===== src/rtl/int_fp_mul_pipe.sv =====
// Pipelined INT8 / FP16 multiplier with valid/ready flow control and tag pass-through.
// Each operation carries its own mode (INT8 signed or IEEE half) and an opaque tag.
// FP16 results carry {invalid, overflow, underflow} flags. A sticky register and a
// saturating counter record flagged results as they leave the block.
// Optional feature macro: FP_ROUND_NEAREST_EN selects round-to-nearest-even for the
// FP16 mantissa. When it is undefined the mantissa is truncated toward zero.
module int_fp_mul_pipe #(
    parameter int unsigned PIPE_STAGES = 2,
    parameter int unsigned TAG_W       = 4,
    parameter int unsigned CNT_W       = 8
) (
    input  logic             clk,
    input  logic             rst_n,
    input  logic             in_valid,
    output logic             in_ready,
    input  logic             in_mode,
    input  logic [15:0]      in_a,
    input  logic [15:0]      in_b,
    input  logic [TAG_W-1:0] in_tag,
    output logic             out_valid,
    input  logic             out_ready,
    output logic [15:0]      out_c,
    output logic [2:0]       out_flags,
    output logic             out_mode,
    output logic [TAG_W-1:0] out_tag,
    input  logic             err_clr,
    output logic [2:0]       err_sticky,
    output logic [CNT_W-1:0] err_cnt
);

    localparam logic [15:0] QNAN = 16'h7E00;

    // ------------------------------------------------------------------
    // Operand decode
    // ------------------------------------------------------------------
    logic       sign_p;
    logic [4:0] ea, eb;
    logic [9:0] ma, mb;
    logic       a_nan, a_inf, a_zero;
    logic       b_nan, b_inf, b_zero;

    assign sign_p = in_a[15] ^ in_b[15];
    assign ea     = in_a[14:10];
    assign eb     = in_b[14:10];
    assign ma     = in_a[9:0];
    assign mb     = in_b[9:0];

    // Subnormals (exponent 0) are flushed to zero on input.
    assign a_nan  = (ea == 5'h1F) && (ma != 10'h0);
    assign a_inf  = (ea == 5'h1F) && (ma == 10'h0);
    assign a_zero = (ea == 5'h00);
    assign b_nan  = (eb == 5'h1F) && (mb != 10'h0);
    assign b_inf  = (eb == 5'h1F) && (mb == 10'h0);
    assign b_zero = (eb == 5'h00);

    // ------------------------------------------------------------------
    // INT8 product
    // ------------------------------------------------------------------
    logic signed [15:0] int_a, int_b, int_p;

    assign int_a = {{8{in_a[7]}}, in_a[7:0]};
    assign int_b = {{8{in_b[7]}}, in_b[7:0]};
    assign int_p = int_a * int_b;

    // ------------------------------------------------------------------
    // FP16 significand product and rounding
    // ------------------------------------------------------------------
    logic [21:0] sig_a, sig_b;
    logic [11:0] prod_hi;     // product bits [21:10]
    logic [9:0]  mant_trunc;
    logic        round_up;

    assign sig_a = {11'h0, 1'b1, ma};
    assign sig_b = {11'h0, 1'b1, mb};

`ifdef FP_ROUND_NEAREST_EN
    logic [21:0] prod;
    logic        guard;
    logic        sticky;

    assign prod    = sig_a * sig_b;
    assign prod_hi = prod[21:10];
    assign guard   = prod[21] ? prod[10] : prod[9];
    assign sticky  = prod[21] ? (|prod[9:0]) : (|prod[8:0]);
`else
    // Only the top bits matter when truncating.
    assign prod_hi = 12'((sig_a * sig_b) >> 10);
`endif

    assign mant_trunc = prod_hi[11] ? prod_hi[10:1] : prod_hi[9:0];

`ifdef FP_ROUND_NEAREST_EN
    assign round_up = guard & (sticky | mant_trunc[0]);
`else
    assign round_up = 1'b0;
`endif

    logic [10:0]       mant_sum;
    logic signed [7:0] exp_sum;
    logic signed [7:0] exp_fin;

    // A mantissa carry out (all-ones + 1) leaves zero mantissa and bumps the exponent.
    assign mant_sum = {1'b0, mant_trunc} + {10'h0, round_up};
    assign exp_sum  = $signed({3'b000, ea}) + $signed({3'b000, eb})
                    + $signed({7'h00, prod_hi[11]}) - 8'sd15;
    assign exp_fin  = exp_sum + $signed({7'h00, mant_sum[10]});

    // ------------------------------------------------------------------
    // Result selection for the operation at the input
    // ------------------------------------------------------------------
    logic [15:0] res_c;
    logic [2:0]  res_flags;

    // Special-value priority: NaN / Inf*0, then Inf, then zero, then the normal path.
    always_comb begin
        res_c     = 16'h0;
        res_flags = 3'b000;
        if (!in_mode) begin
            res_c = int_p;
        end else if (a_nan || b_nan || (a_inf && b_zero) || (b_inf && a_zero)) begin
            res_c     = QNAN;
            res_flags = 3'b100;
        end else if (a_inf || b_inf) begin
            res_c = {sign_p, 5'h1F, 10'h0};
        end else if (a_zero || b_zero) begin
            res_c = {sign_p, 15'h0};
        end else if (exp_fin >= 8'sd31) begin
            res_c     = {sign_p, 5'h1F, 10'h0};
            res_flags = 3'b010;
        end else if (exp_fin <= 8'sd0) begin
            res_c     = {sign_p, 15'h0};
            res_flags = 3'b001;
        end else begin
            res_c = {sign_p, exp_fin[4:0], mant_sum[9:0]};
        end
    end

    // ------------------------------------------------------------------
    // Pipeline registers
    // ------------------------------------------------------------------
    logic [PIPE_STAGES-1:0] v_q;
    logic [15:0]            c_q     [PIPE_STAGES];
    logic [2:0]             flags_q [PIPE_STAGES];
    logic                   mode_q  [PIPE_STAGES];
    logic [TAG_W-1:0]       tag_q   [PIPE_STAGES];
    logic [PIPE_STAGES-1:0] ld;

    // A stage may load if it or any stage after it is empty, or the output drains.
    // Written without a ripple over ld itself so the chain stays acyclic.
    always_comb begin
        logic all_full;
        ld = '0;
        for (int i = 0; i < int'(PIPE_STAGES); i++) begin
            all_full = 1'b1;
            for (int j = i; j < int'(PIPE_STAGES); j++) begin
                all_full = all_full & v_q[j];
            end
            ld[i] = out_ready | ~all_full;
        end
    end

    assign in_ready = ld[0];

    // Shift operations forward; payload only moves when a valid op moves with it.
    always_ff @(posedge clk or negedge rst_n) begin
        if (!rst_n) begin
            v_q <= '0;
            for (int i = 0; i < int'(PIPE_STAGES); i++) begin
                c_q[i]     <= 16'h0;
                flags_q[i] <= 3'b000;
                mode_q[i]  <= 1'b0;
                tag_q[i]   <= '0;
            end
        end else begin
            if (ld[0]) begin
                v_q[0] <= in_valid;
                if (in_valid) begin
                    c_q[0]     <= res_c;
                    flags_q[0] <= res_flags;
                    mode_q[0]  <= in_mode;
                    tag_q[0]   <= in_tag;
                end
            end
            for (int i = 1; i < int'(PIPE_STAGES); i++) begin
                if (ld[i]) begin
                    v_q[i] <= v_q[i-1];
                    if (v_q[i-1]) begin
                        c_q[i]     <= c_q[i-1];
                        flags_q[i] <= flags_q[i-1];
                        mode_q[i]  <= mode_q[i-1];
                        tag_q[i]   <= tag_q[i-1];
                    end
                end
            end
        end
    end

    assign out_valid = v_q[PIPE_STAGES-1];
    assign out_c     = c_q[PIPE_STAGES-1];
    assign out_flags = flags_q[PIPE_STAGES-1];
    assign out_mode  = mode_q[PIPE_STAGES-1];
    assign out_tag   = tag_q[PIPE_STAGES-1];

    // ------------------------------------------------------------------
    // Error tracking on output transfers
    // ------------------------------------------------------------------
    logic             out_xfer;
    logic [2:0]       sticky_d, sticky_q;
    logic [CNT_W-1:0] cnt_d, cnt_q;

    assign out_xfer = out_valid & out_ready;

    // Clear takes effect first so an error arriving on the same edge is kept.
    always_comb begin
        sticky_d = err_clr ? 3'b000 : sticky_q;
        cnt_d    = err_clr ? '0 : cnt_q;
        if (out_xfer) begin
            sticky_d = sticky_d | out_flags;
            if ((|out_flags) && (cnt_d != {CNT_W{1'b1}})) begin
                cnt_d = cnt_d + 1'b1;
            end
        end
    end

    // Error state registers.
    always_ff @(posedge clk or negedge rst_n) begin
        if (!rst_n) begin
            sticky_q <= 3'b000;
            cnt_q    <= '0;
        end else begin
            sticky_q <= sticky_d;
            cnt_q    <= cnt_d;
        end
    end

    assign err_sticky = sticky_q;
    assign err_cnt    = cnt_q;

endmodule


===== config.mk =====
export PLATFORM = sky130hd
export DESIGN_NAME = int_fp_mul_pipe
export DESIGN_NICKNAME = d
export VERILOG_FILES = /design/src/rtl/int_fp_mul_pipe.sv
export SDC_FILE = /design/constraint.sdc
export NUM_CORES = 1
export LEC_CHECK = 0
export CORE_MARGIN = 2
export CORE_UTILIZATION = 35
export DETAILED_ROUTE_END_ITERATION = 10
export DONT_BUFFER_PORTS = 1
export GPL_ROUTABILITY_DRIVEN = 0
export PLACE_DENSITY_LB_ADDON = 0.2
export SYNTH_ARGS = -nofsm -noshare
export SYNTH_HDL_FRONTEND = slang
export SYNTH_SLANG_ARGS = --single-unit
export TNS_END_PERCENT = 10

===== constraint.sdc =====
create_clock -name clk -period 2.1 [get_ports clk]
set_clock_uncertainty 0.1 [all_clocks]
set_input_delay 0.315 -clock clk [delete_from_list [all_inputs] [get_ports clk]]
set_output_delay 0.315 -clock clk [all_outputs]
set_load 0.02 [all_outputs]

# Yosys cells after proc, flatten, opt, wreduce, memory -nomap -nowiden
# Index checks and enable logic that the tools add are counted.
[totals]
ff_bits = 61
elab_cells = 70
[classes]
add_sub_neg = 4
multipliers = 2
order_cmp = 2
eq_ne = 3
muxes = 18
n_bitwise = 8
n_reduce_logical = 21
[ops]
columns = ["op", "count"]
rows = [
  ["$mux 15", 4],
  ["$mux 16", 2],
  ["$mux 8", 3],
  ["$mul 11x11->22", 1],
  ["$logic_not 10->1", 2],
  ["$reduce_bool 10->1", 2],
  ["$mul 8x8->16", 1],
  ["$mux 3", 4],
  ["$eq 5x5->1 const B", 2],
  ["$logic_not 5->1", 2],
  ["$mux 10", 1],
  ["$add 8x1->8 const B", 1],
  ["$ge 8x6->1 const B", 1],
  ["$le 8x1->1 const B", 1],
  ["$ne 8x8->1 const B", 1],
  ["$sub 7x4->8 const B", 1],
  ["$add 6x1->7", 1],
  ["$logic_and 1x1->1", 7],
  ["$add 5x5->6", 1],
  ["$mux 2", 3],
  ["$logic_or 1x1->1", 5],
  ["$reduce_and 2->1", 2],
  ["$or 3x3->3", 1],
  ["$reduce_or 3->1", 1],
  ["other kinds (5)", 8],
]

# Depth between registers and ports, before layout
# Gate-level depths: netlist of run 1.
[logic_depth]
ltp_word = 10
mapped_depth = 33
mapped_depth_nobuf = 30

# Worst setup path after synthesis of run 1
# OpenSTA, ideal clock, no wires.
[synth_timing]
kind = "input to register"
start = "input in_a[2]"
end = "register c_q[17] (netlist bit)"
setup_time_ns = 0.092
arrival_time_ns = 7.447
required_ns = 1.908
slack_ns = -5.538
path_stages = 30
n_path_buf = 3
path_cell_list = "clkbuf_1 inv_1 fa_1 inv_1 fa_1 fa_1 fa_1 inv_1 fa_1 inv_1 ha_1 clkbuf_1 a21oi_1 o221ai_1 a21oi_1 o22ai_2 o22ai_4 xor2_4 buf_6 xor2_1 ha_1 inv_1 fa_1 nand2b_1 a21oi_1 xor2_1 a311oi_1 nand3_1 o21bai_1 o31ai_2"
[synth_between]
elab_chain_cells = 10
word_cells_on_any_way = 21
classes_between = "2 x add/sub; 1 x mul; 2 x order compare; 7 x mux; 9 x reduce/logical"
[synth_rtl]
columns = ["element", "line_no", "rtl"]
rows = [
  ["from (decl)", "17", "input logic [15:0] in_a,"],
  ["$mul 11x11->22", "87", "assign prod_hi = 12'((sig_a * sig_b) >> 10);"],
  ["$add 6x1->7", "105", "+ $signed({7'h00, prod_hi[11]}) - 8'sd15;"],
  ["$sub 7x4->8", "105", ""],
  ["$le 8x1->1", "130", "end else if (exp_fin <= 8'sd0) begin"],
  ["$mux 15", "130", ""],
  ["$mux 15", "127", "end else if (exp_fin >= 8'sd31) begin"],
  ["$mux 15", "125", "end else if (a_zero || b_zero) begin"],
  ["$mux 15", "123", "end else if (a_inf || b_inf) begin"],
  ["$mux 16 *", "120", "end else if (a_nan || b_nan || (a_inf && b_zero) || (b_inf && a_zero)) begin"],
  ["$mux 16 *", "118", "if (!in_mode) begin"],
  ["to (signal, indexed assignment)", "188", "c_q[i] <= c_q[i-1];"],
  ["to (decl)", "142", "logic [15:0] c_q [PIPE_STAGES];"],
]
# Every way passes the cells marked *; elsewhere a longest branch is shown, timed or not.
# A chain may end at the register's enable or synchronous reset.

# Worst setup path after layout of run 1
[layout_timing]
start = "input in_a[2]"
end = "register c_q[22] (netlist bit)"
[layout_between]
elab_chain_cells = 10
word_cells_on_any_way = 22
classes_between = "2 x add/sub; 2 x mul; 2 x order compare; 7 x mux; 9 x reduce/logical"
[layout_rtl]
columns = ["element", "line_no"]
rows = [
  ["$mul 11x11->22", "87"],
  ["$add 6x1->7", "105"],
  ["$sub 7x4->8", "105"],
  ["$le 8x1->1", "130"],
  ["$mux 15", "130"],
  ["$mux 15", "127"],
  ["$mux 15", "125"],
  ["$mux 15", "123"],
  ["$mux 16", "120"],
  ["$mux 16 *", "118"],
]
# Marked as above.

==> results of run 1 <==
## cell families (layout without fill, tap and decap cells)
| family | count (synthesis) | count (layout) | synth area share |
|---|---|---|---|
| simple gates | 250 | 250 | 0.1314 |
| buf+inv | 250 | 402 | 0.1144 |
| fa+ha+maj | 219 | 219 | 0.4093 |
| compound gates | 129 | 129 | 0.09609 |
| flops | 61 | 61 | 0.1692 |
| xor+xnor | 36 | 36 | 0.03702 |
| mux | 35 | 35 | 0.04257 |
## registers in the layout, indices dropped and copies added, names as in the netlist
register    cells
c_q            16
out_c          16
err_cnt         8
out_tag         4
tag_q           4
err_sticky      3
flags_q         3
out_flags       3
v_q             2
mode_q          1
out_mode        1
## worst max-delay path, cell delays in order
cell and delay, ns:
and2_4 0.14, fa_1 0.53, inv_1 0.05, fa_1 0.49
inv_1 0.05, fa_1 0.46, fa_1 0.49, inv_1 0.05
fa_1 0.47, inv_1 0.04, ha_2 0.16, a2111o_1 0.38
o21ai_4 0.25, o22ai_4 0.12, o22ai_4 0.16, xor2_4 0.19
buf_4 0.13, nand2b_1 0.07, ha_1 0.29, a21o_1 0.20
a22o_1 0.24, or2_2 0.32, a2111oi_4 0.40, a21oi_2 0.09
nand2_1 0.11, nor2_2 0.06, a221o_1 0.31
## metrics by stage
stage | instance area [um^2] | std cells | hold WS, ns
2_1_floorplan | 9195 | 980 | -0.08059
3_3_place_gp | 10550 | 1432 | -0.07904
3_5_place_dp | 10550 | 1432 | -0.07916
4_1_cts | 11140 | 1460 | 0.02793
5_1_grt | 11220 | 1462 | 0.04965
6_report | 11220 | 1462 | 0.03897
## synth_stat cells (all sizes together), types with 3 or more instances
master and n:
a211oi 3, a21o 9, a21oi 39, a31oi 3
and2 35, and3 8, buf 26, clkbuf 26
dfrtp 61, fa 127, ha 92, inv 197
mux2 27, mux2i 8, nand2 93, nand2b 8
nand3 18, nand3b 3, nor2 51, nor2b 7
nor3 9, nor4 5, o211a 3, o21a 5
o21ai 29, o21bai 3, o22ai 6, o31ai 6
xnor2 18, xor2 18
## cells in the final DEF, fill, tap and decap left out, drive strengths merged, types with 8 or more instances in the layout
master	count
a21o	9
a21oi	39
and2	35
and3	8
buf	181
clkbuf	12
dfrtp	61
fa	127
ha	92
inv	197
mux2	27
mux2i	8
nand2	93
nand2b	8
nand3	18
nor2	51
nor3	9
o21ai	29
xnor2	18
xor2	18
## power groups by stage
stage               logic [uW]  registers [uW]  clock network, uW
finish                   12500            2040               1690
detailed placement       11800            2070                  0
global placement         11800            2060                  0
floorplan                 7760            1720                  0
global route             14000            2090               1790
CTS                      12500            2050               1740
## layout make-up
class | count | area share
multi-input cells | 669 | 0.5993
flip-flops and latches | 61 | 0.1361
repair buffers | 188 | 0.1306
inverters | 198 | 0.06671
well taps | 330 | 0.03681
clock buffers | 12 | 0.02198
clock inverters | 4 | 0.008478
## repair_timing
| action | in CTS | in global routing |
|---|---|---|
| endpoints found under the hold margin | 73 | 0 |
| pin swaps | 45 | 16 |
| setup endpoints to repair | 18 | 20 |
| gates resized for setup | 27 | 11 |
| buffers inserted | 4 | 2 |
| hold buffers | 8 | 0 |
## how the worst max path moves through the flow
stage,from,endpoint,slack (ns),depth (start not counted)
6_report,in_a[2],c_q[22]$_DFFE_PN0P_,-4.37,27
5_1_grt,in_a[5],c_q[22]$_DFFE_PN0P_,-4.67,29
4_1_cts,in_a[2],c_q[22]$_DFFE_PN0P_,-4.36,28
3_5_place_dp,in_b[2],c_q[17]$_DFFE_PN0P_,-4.84,28
3_3_place_gp,in_b[2],c_q[22]$_DFFE_PN0P_,-4.77,26
2_1_floorplan,in_b[2],c_q[18]$_DFFE_PN0P_,-5.01,31
## metal layers
| layer | share of wire | global-route usage | up-vias |
|---|---|---|---|
| met2 | 0.52 | 0.3239 | 92 |
| met1 | 0.43 | 0.2378 | 3421 |
| met4 | 0.011 | 0.03320 | 0 |
| li1 | - | - | 3395 |
| met3 | 0.037 | 0.03039 | 17 |
| met5 | 0 | 0 | - |
==> flow_summary.toml, run 1 <==
[outcome]
status = "complete, but fails checks"
violations = "negative setup slack"

[global_routing]
grt_use_total = 0.1831
grt_pass1_vias = 7323
overflow = 0
grt_antenna_before_repair = 0
grt_pass1_wl_um = 38140
grt_max_degree = 62

[final_layout]
drive_gt1_frac = 0.2527
nets = 1388
seq_area_um2 = 1526
multiInputGateArea_um2 = 6721
diodes = 0
final_util = 0.4441
syn_to_final_growth_pct = 24.29
fillers = 2485

[timing]
hold_violations = 0
relSlewSlack = 0.6448
period_share = 3.080
fin_crit_ns = 6.468
final_max_slew_viol_count = 0
max_freq_mhz = 154.6
fin_tns_setup_ns = -74.20
rsz0062_at_grt = "true"
fin_ws_ns = -4.368
setup_viol = 18
worst_pin_slew_ns = 0.5290

[synth]
synth_edf_count = 0
ys.warnings.count = 0
ys.flop_type = "dfrtp_1"
synth_seq_area_share = 0.1692
synth_area_um2 = 9024
synth_cell_types = 63
syn_nets = 1241
syn_inst = 980
yosysTopAreaCell = "fa_1"
ys_seq_elements = 61
syn_area_per_cell_um2 = 9.208
synth_area_leaders = "fa_1 28%, dfrtp_1 17%, ha_1 13%"
async_reset_ff_frac = 1.000
synth_top_area_share = 0.2818

[floorplan]
initial_core_util = 0.3573
ios = 79
core-area_um2 = 25250
die-area_um2 = 27080
chipWidth_um = 164.6
die_h_um = 164.6
rows = 58

[power]
power_switching_uw = 7216
vdd_drop_max_uv = 959.4
p_per_area_nw_per_um2 = 1445
p_sw_frac = 0.4453
power_uw = 16200
pwr-share-clk = 0.104
p_seq_frac = 0.126
leakagePower_uw = 0.005714
internal-power_uw = 8989
p_comb_frac = 0.770

[cts]
clk_path_buf_depth = 2
htree_levels = 3
cts.sinks = 61
clk_latency_ns = 0.33
cts_buffers = 9
clk_pin_slew_ns = 0.05
root_buffer = "clkbuf_16"
cts_tree = "done"

[job]
maxCapViolations = 0

[worst_setup_path]
critPathMaxFanout = 11
r2r-end = "err_cnt[7]$_DFF_PN0_"
r2r_start = "err_cnt[0]$_DFF_PN0_"
crit_type = "in -> reg"
critPathCaptureType = "register"
cp.arrival_ns = 6.58
reg2reg_depth = 11
start_kind = "primary input"
cp.required_ns = 2.21
r2r_slack_ns = 0.16

[routing]
first_iter_violations = 389
wire_per_inst_um = 15.92
drtAntennaViolNets = 0
vias = 6925
first_pass_iters = 4
drc_errors = 0
wl_um = 23280
via_per_inst = 4.737

[hold_path]
hold_path_end = "err_sticky[0]$_DFF_PN0_"
hold_class = "in -> reg"
holdPathStages = 2
min_from = "out_ready"

[place]
dp_hpwl_um = 19620
port_buffers = 0
pre_cts_slack_ns = -4.843
(Power assumes the default switching activity.)
==> run 2: changes to the inputs <==
--- a/config.mk
+++ b/config.mk
@@ -6,11 +6,11 @@
 export NUM_CORES = 1
 export LEC_CHECK = 0
 export CORE_MARGIN = 2
-export CORE_UTILIZATION = 35
+export CORE_UTILIZATION = 40
 export DETAILED_ROUTE_END_ITERATION = 10
 export DONT_BUFFER_PORTS = 1
 export GPL_ROUTABILITY_DRIVEN = 0
-export PLACE_DENSITY_LB_ADDON = 0.2
+export PLACE_DENSITY = 0.6
 export SYNTH_ARGS = -nofsm -noshare
 export SYNTH_HDL_FRONTEND = slang
 export SYNTH_SLANG_ARGS = --single-unit
==> run 2 against run 1 <==
Compared with the run above:
- the flow still finishes with violations (negative setup slack)
- die area decreased by 12%
- power decreased by 0.56%
- sequential cell count unchanged
- setup slack improved by 0.077 ns
- wire length decreased by 2.3%
- critical path type unchanged
- critical endpoint unchanged
==> flow_summary.toml, run 2 (synthesis results as in run 1) <==
[routing]
drc_errors = 0
drtAntennaViolNets = 0
via_per_inst = 5.041
wire_per_inst_um = 16.26
first_pass_iters = 4
first_iter_violations = 374
wl_um = 22740
vias = 7052

[final_layout]
final_util = 0.5052
fillers = 2012
multiInputGateArea_um2 = 6797
syn_to_final_growth_pct = 22.95
final_cell_area_um2 = 11090
drive_gt1_frac = 0.2609
nets = 1375
final_cell_mix = "181 x inv_1, 168 x buf_4, 121 x fa_1"
diodes = 0
final_common_cell = "inv_1"
seq_area_um2 = 1526

[floorplan]
ios = 79
die_h_um = 154.2
die-area_um2 = 23780
rows = 54
core-area_um2 = 21960
chipWidth_um = 154.2
initial_core_util = 0.4109

[worst_setup_path]
slowest_stage = "fa_1"
critPathCaptureType = "register"
r2r_start = "err_cnt[0]$_DFF_PN0_"
r2r_slack_ns = 0.13
cp.arrival_ns = 6.49
cp-startpoint = "in_a[5]"
slowest_delay_ns = 0.55
crit_type = "in -> reg"
cp.required_ns = 2.20
reg2reg_depth = 11
crit_top_cell = "fa_1"
r2r-end = "err_cnt[7]$_DFF_PN0_"
start_kind = "primary input"
worstSetupEndpoint = "c_q[22]$_DFFE_PN0P_"
critPathMaxFanout = 11

[outcome]
violations = "negative setup slack"
status = "complete, but fails checks"

[power]
leakagePower_uw = 0.005647
p_comb_frac = 0.778
p_seq_frac = 0.126
power_switching_uw = 7392
p_per_area_nw_per_um2 = 1452
pwr-share-clk = 0.096
vdd_drop_max_uv = 1047
p_sw_frac = 0.4587
internal-power_uw = 8722

[global_routing]
overflow = 0
grt_max_degree = 62
grt_antenna_before_repair = 0
grt_pass1_vias = 7342
top_usage_layer = "met2"
grt_use_total = 0.1951
met3_usage = 0.03194
grt_use_met1 = 0.2610
met2_usage = 0.3391
grt_pass1_wl_um = 37180

[job]
maxCapViolations = 0

[cts]
clk_path_buf_depth = 2
clk_pin_slew_ns = 0.05
htree_levels = 3
clk_latency_ns = 0.32
cts_tree = "done"
cts.sinks = 61
cts_buffers = 9
root_buffer = "clkbuf_16"

[timing]
setup_viol = 18
relSlewSlack = 0.6570
hold_violations = 0
hold_slack_ns = 0.004824
worst_pin_slew_ns = 0.5106
final_max_slew_viol_count = 0
rsz0062_at_grt = "true"
max_freq_mhz = 156.5
period_share = 3.043
fin_ws_ns = -4.291
fin_crit_ns = 6.391

[hold_path]
hold_class = "in -> reg"
holdPathStages = 1

[place]
port_buffers = 0
place_area_um2 = 10430
dp_hpwl_um = 19050
pre_cts_slack_ns = -4.785
==> run 2: changes by cell type in the layout (fill, tap and decap cells not counted), sizes merged <==
cell | before | now
buf | 181 | 171
clkinv | 2 | 5
dlygate4sd3 | 7 | 4
clkbuf | 12 | 10
bufinv | 3 | 2
==> run 2: cell type report <==
type | count | share of cell area
timing repair buffer | 175 | 0.1218
clock buffer | 10 | 0.02064
sequential | 61 | 0.1376
clock inverter | 6 | 0.007894
multi-input combinational | 669 | 0.6126
tap | 280 | 0.03158
inverter | 198 | 0.06789
==> run 2: stage by stage <==
step	total power, uW	std cells	TNS [ns]
2_1_floorplan	9478	980	-84.99
5_1_grt	17620	1399	-77.21
3_3_place_gp	13710	1376	-80.82
6_report	16110	1399	-73.00
3_5_place_dp	13840	1376	-81.97
4_1_cts	15850	1398	-73.60
==> run 2: worst min path at each step <==
stage	start	endpoint	slack, ns
final	err_clr	err_sticky[2]$_DFF_PN0_	0.005
after global routing	in_tag[1]	tag_q[5]$_DFFE_PN0P_	0.003
after CTS	in_tag[1]	tag_q[5]$_DFFE_PN0P_	0.0004
after detailed placement	rst_n	tag_q[4]$_DFFE_PN0P_	-0.08
after global placement	rst_n	out_c[12]$_DFFE_PN0P_	-0.08
after floorplan	rst_n	c_q[16]$_DFFE_PN0P_	-0.08
==> run 2: worst max-delay path: cells and delay by family <==
kind                       cells  cell delay (ns)
adders and majority gates      8             3.13
xor gates and xnor gates       3             0.47
and+or+nand+nor                4             0.41
buffers and inverters          2             0.09
AOI/OAI and AO/OA              9             2.07
==> run 2: per-layer routing <==
metal | wire (um) | vias up
met2 | 11420 | 128
met4 | 396 | 0
met5 | 0 | -
met1 | 9907 | 3521
met3 | 1017 | 31
li1 | - | 3372
==> run 2: power groups by stage <==
stage | combinational, uW | clock, uW | sequential, uW
after floorplan | 7760 | 0 | 1720
after global placement | 11700 | 0 | 2050
after detailed placement | 11800 | 0 | 2050
after CTS | 12300 | 1560 | 2040
after global routing | 13900 | 1630 | 2080
final | 12500 | 1540 | 2030
==> run 2: repair_timing <==
| action | 4_1_cts | 5_1_grt |
|---|---|---|
| endpoints found under the setup margin | 18 | 20 |
| hold buffers | 5 | 0 |
| pin swaps | 38 | 44 |
| gates resized for setup | 28 | 34 |
| hold endpoints to repair | 68 | 0 |
| setup buffers | 1 | 1 |
==> edit 1, RTL diff (settings of run 2) <==
Put a register stage on the output `out_flags`. The value now appears one clock later. The other outputs are not delayed to match.
--- a/src/rtl/int_fp_mul_pipe.sv
+++ b/src/rtl/int_fp_mul_pipe.sv
@@ -30,6 +30,8 @@
 
     localparam logic [15:0] QNAN = 16'h7E00;
 
+    logic [2:0] out_flags_d;
+
     // ------------------------------------------------------------------
     // Operand decode
     // ------------------------------------------------------------------
@@ -197,7 +199,7 @@
 
     assign out_valid = v_q[PIPE_STAGES-1];
     assign out_c     = c_q[PIPE_STAGES-1];
-    assign out_flags = flags_q[PIPE_STAGES-1];
+    assign out_flags_d = flags_q[PIPE_STAGES-1];
     assign out_mode  = mode_q[PIPE_STAGES-1];
     assign out_tag   = tag_q[PIPE_STAGES-1];
 
@@ -215,8 +217,8 @@
         sticky_d = err_clr ? 3'b000 : sticky_q;
         cnt_d    = err_clr ? '0 : cnt_q;
         if (out_xfer) begin
-            sticky_d = sticky_d | out_flags;
-            if ((|out_flags) && (cnt_d != {CNT_W{1'b1}})) begin
+            sticky_d = sticky_d | out_flags_d;
+            if ((|out_flags_d) && (cnt_d != {CNT_W{1'b1}})) begin
                 cnt_d = cnt_d + 1'b1;
             end
         end
@@ -236,5 +238,9 @@
     assign err_sticky = sticky_q;
     assign err_cnt    = cnt_q;
 
+    always_ff @(posedge clk) begin
+        out_flags <= out_flags_d;
+    end
+
 endmodule
 
Check against the original RTL: not equivalent (Yosys sat finds a counterexample within 4 cycles, from zero or initial values and one cycle with rst_n low).
==> edit 1 against run 2 <==
- the flow still finishes with violations (negative setup slack)
- wire length is 2.3% higher
- power decreased by 4.3%
- design area increased by 1.6%
- sequential cell count rose by 3
- worst setup slack got worse by 0.20 ns
- area after synthesis grew 1.1%
- cell count is 3.2% higher
- via count up 3.3%
- largest cell class unchanged
==> edit 1: results (changes against run 2) <==
Hold EP=mode_q[1]; setup violators final=18 (unchanged); Routed WL per cell=16.12 µm (-0.84%); antenna violations before repair=1 (+1); Slew HR=59.68% (-6.0 points); Area contributors post-synth=fa_1 (28%), dfrtp_1 (17%), ha_1 (13%); register area share after synthesis=17.39% (+0.48 points); first-pass GRT wire length=37670 µm (+1.3%); Slowest Stage Delay on Critical Path=0.51 ns (-0.04 ns); Initial DRC Count=405 (+8.3%); outcome=complete, but fails checks; total track usage=20.01% (+0.50 points); vias per inst=5.046 (about the same); GR Util met3=3.482% (+0.29 points); final instance area=11270 µm² (+1.6%); Mean Syn Cell Area=9.141 µm² (-0.73%); top sig layer=met5; R2R depth=8 (-3); Layout non-clock buf frac=13.53% (+1.4 points); Post-CTS Resized=31 (+11%); hpwl dp=19470 µm (+2.2%); crit path capture=c_q[16]; Signal buffers=196 (+12%); setup bufs post-CTS=7 (+6); failing checks=negative setup slack; compound-cell area share of the yosys netlist=9.148% (-0.46 points); worst vdd ir=1.040 mV (-0.68%); #MultiIn Comb=691 (+3.3%); Core Area=22500 µm² (+2.5%); Synth top cells by count=inv_1 (191), fa_1 (127), nand2_1 (108), ha_1 (92), dfrtp_1 (61); vias=7286 (+3.3%); CP Max Fanout=12 (+1); Synth Area in XOR/XNOR=3.347% (-0.36 points); # hold bufs at CTS=8 (+3); FF/Latch Area=1587 µm² (+3.9%); mux contribution to synthesized area=3.196% (-1.1 points); crit path DAT=6.71 ns (+0.22 ns); seq_cells=64 (+4.9%); vias in the first global route=7403 (+0.83%); post-synthesis adder-cell area fraction=40.60% (-0.33 points); Main synth FF type=dfrtp_1; hold path depth=2 (+1); grt met2 use=34.33% (+0.42 points); Yosys cell types=69 (+9.5%); number of nets in the layout=1415 (+2.9%); WL met1=9744 µm (-1.6%); HP Start=in_mode; Critical Path Source=in_a[6]; met2 WL=11700 µm (+2.5%); Setup WS post-layout=-4.487 ns (-0.1964 ns); share of cells above drive strength 1=26.32% (+0.22 points); Inverters=192 (-3.0%); LEAKAGE=0.005727 µW (+1.4%); met1 Track Usage GR=26.37% (+0.27 points)
-- edit 1: cell count changes in the layout (fill, tap and decap cells not counted), sizes merged, moves of 5 or more --
cell,before,now
mux2i,8,1
buf,171,189
inv,197,192
a21oi,39,31
nand3,18,24
nand2,93,108
o22ai,6,1
-- edit 1: through the flow --
stage | total power [µW] | hold WS (ns) | worst slack (ns) | TNS (ns)
3_3_place_gp | 13440 | -0.07927 | -4.886 | -84.11
2_1_floorplan | 9425 | -0.08059 | -4.891 | -84.10
6_report | 15430 | 0.01681 | -4.487 | -77.42
3_5_place_dp | 13540 | -0.07928 | -4.968 | -85.11
4_1_cts | 15510 | 0.003318 | -4.462 | -76.91
5_1_grt | 17010 | 0.01713 | -4.714 | -81.45
-- edit 1: power breakdown --
group / internal [µW] / total (µW) / switching, µW / leakage (µW)
Sequential: 1610 / 2090 / 479 / 0.000790
Clock: 954 / 1530 / 576 / 0.000145
Combinational: 5940 / 11800 / 5870 / 0.00479
Total: 8500 / 15400 / 6920 / 0.00573
==> edit 2, RTL diff (config.mk and constraints of run 2) <==
Without the edit above. The option `FP_ROUND_NEAREST_EN` is turned on by a define.
--- a/src/rtl/int_fp_mul_pipe.sv
+++ b/src/rtl/int_fp_mul_pipe.sv
@@ -4,6 +4,8 @@
 // saturating counter record flagged results as they leave the block.
 // Optional feature macro: FP_ROUND_NEAREST_EN selects round-to-nearest-even for the
 // FP16 mantissa. When it is undefined the mantissa is truncated toward zero.
+`define FP_ROUND_NEAREST_EN
+
 module int_fp_mul_pipe #(
     parameter int unsigned PIPE_STAGES = 2,
     parameter int unsigned TAG_W       = 4,
Behaviour: not the same (Yosys sat finds a counterexample within 4 cycles, from zero or initial values and one cycle with rst_n low).
==> edit 2 against run 2 <==
- the flow still finishes with violations (negative setup slack)
- global-route usage fell by 0.51 points
- sequential cell count did not move
- clock power rose by 3%
- wire length rose by 2.5%
- power rose by 37%
- area after synthesis rose by 5.1%
- count of clock-buffer cells in the layout did not move
- critical endpoint is now c_q[24]
- sequential share of layout area fell by 1.0 points
- worst setup slack got worse by 1.3 ns
- design area rose by 7.9%
- synthesized cell count rose by 6.4%
- combinational power rose by 47%
- worst hold slack improved by 0.0024 ns
==> edit 2: results (changes against run 2) <==
Met3 Wirelength=1652 µm (+62%); register area share after synthesis=16.09% (-0.82 points); Setup WS post-layout=-5.555 ns (-1.265 ns); Signal buffers=217 (+24%); met1 Track Usage GR=25.25% (-0.85 points); post-synthesis adder-cell area fraction=39.74% (-1.2 points); drt first pass iters=5 (+1); Net Sw Power=10280 µW (+39%); fraction of area in multi-input gates=60.85% (-0.41 points); GR Util met3=3.367% (+0.17 points); Critical R2R Capture=err_cnt[6]; LEAKAGE=0.006008 µW (+6.4%); failing checks=negative setup slack; Place WS=-6.007 ns (-1.221 ns); WL met1=10190 µm (+2.9%); multi-input logic area=7286 µm² (+7.2%); HP Start=in_tag[1]; share of cells above drive strength 1=27.86% (+1.8 points); first-pass GRT wire length=37560 µm (+1.0%); Post-Synthesis Cells=1043 (+6.4%); Yosys cell types=71 (+13%); met2 WL=11140 µm (-2.5%); Slew @ Worst Pin=0.6591 ns (+0.1485 ns); Inverters=200 (+1.0%); CTS root buf=clkbuf_16; Comb. pwr=18400 µW (+47%); hpwl dp=19610 µm (+2.9%); Post-Route Setup TNS=-92.45 ns (-19.45 ns); setup violators final=18 (unchanged); clk cell area share=2.717% (-0.14 points); Final Non-Filler Cells=1543 (+10%); fill count=2168 (+7.8%); reg2reg setup slack=0.17 ns (+0.04 ns); Clock Power=1580 µW (+3%); crit path capture=c_q[24]; Die W=158.0 µm (+2.5%); Critical Path Source=in_a[6]; Routed WL per cell=15.11 µm (-7.1%); syn_nets=1308 (+5.4%); Synth top cells by count=inv_1 (199), fa_1 (129), nand2_1 (104), ha_1 (94), nor2_1 (65); #MultiIn Comb=730 (+9.1%); grt met2 use=32.28% (-1.6 points); outcome=complete, but fails checks; worst vdd ir=1.669 mV (+59%); Layout non-clock buf frac=14.00% (+1.8 points); vias per inst=4.937 (-2.1%); Synth Area in XOR/XNOR=5.528% (+1.8 points); total track usage=19.00% (-0.51 points); compound-cell area share of the yosys netlist=9.565% (-0.044 points); vias in the first global route=7740 (+5.4%)
-- edit 2: cell count changes after synthesis, moves of 5 or more --
| cell | change |
|---|---|
| nor2_1 | +14 |
| mux2i_1 | -5 |
| o21ai_0 | -7 |
| xnor2_1 | +17 |
| a21oi_1 | -8 |
| nor4_1 | +7 |
| a211oi_1 | +6 |
| nand2_1 | +11 |
| nand4_1 | +5 |
| xor2_1 | +6 |
-- edit 2: how the worst min path moves through the flow --
| stage | end | slack (ns) | cells after the start |
|---|---|---|---|
| detailed placement | err_cnt[3] | -0.08 | 0 |
| finish | tag_q[5] | 0.007 | 2 |
| global placement | err_cnt[3] | -0.08 | 0 |
| floorplan | c_q[16] | -0.08 | 0 |
| global route | tag_q[6] | 0.0005 | 2 |
| CTS | tag_q[6] | 0.001 | 2 |
-- edit 2: what timing repair did --
item / CTS / global route
endpoints found under the setup margin: 18 / 19
endpoints found under the hold margin: 69 / 1
buffers inserted: 3 / 4
gates resized for setup: 22 / 43
hold buffers: 5 / 1
pin swaps: 25 / 18
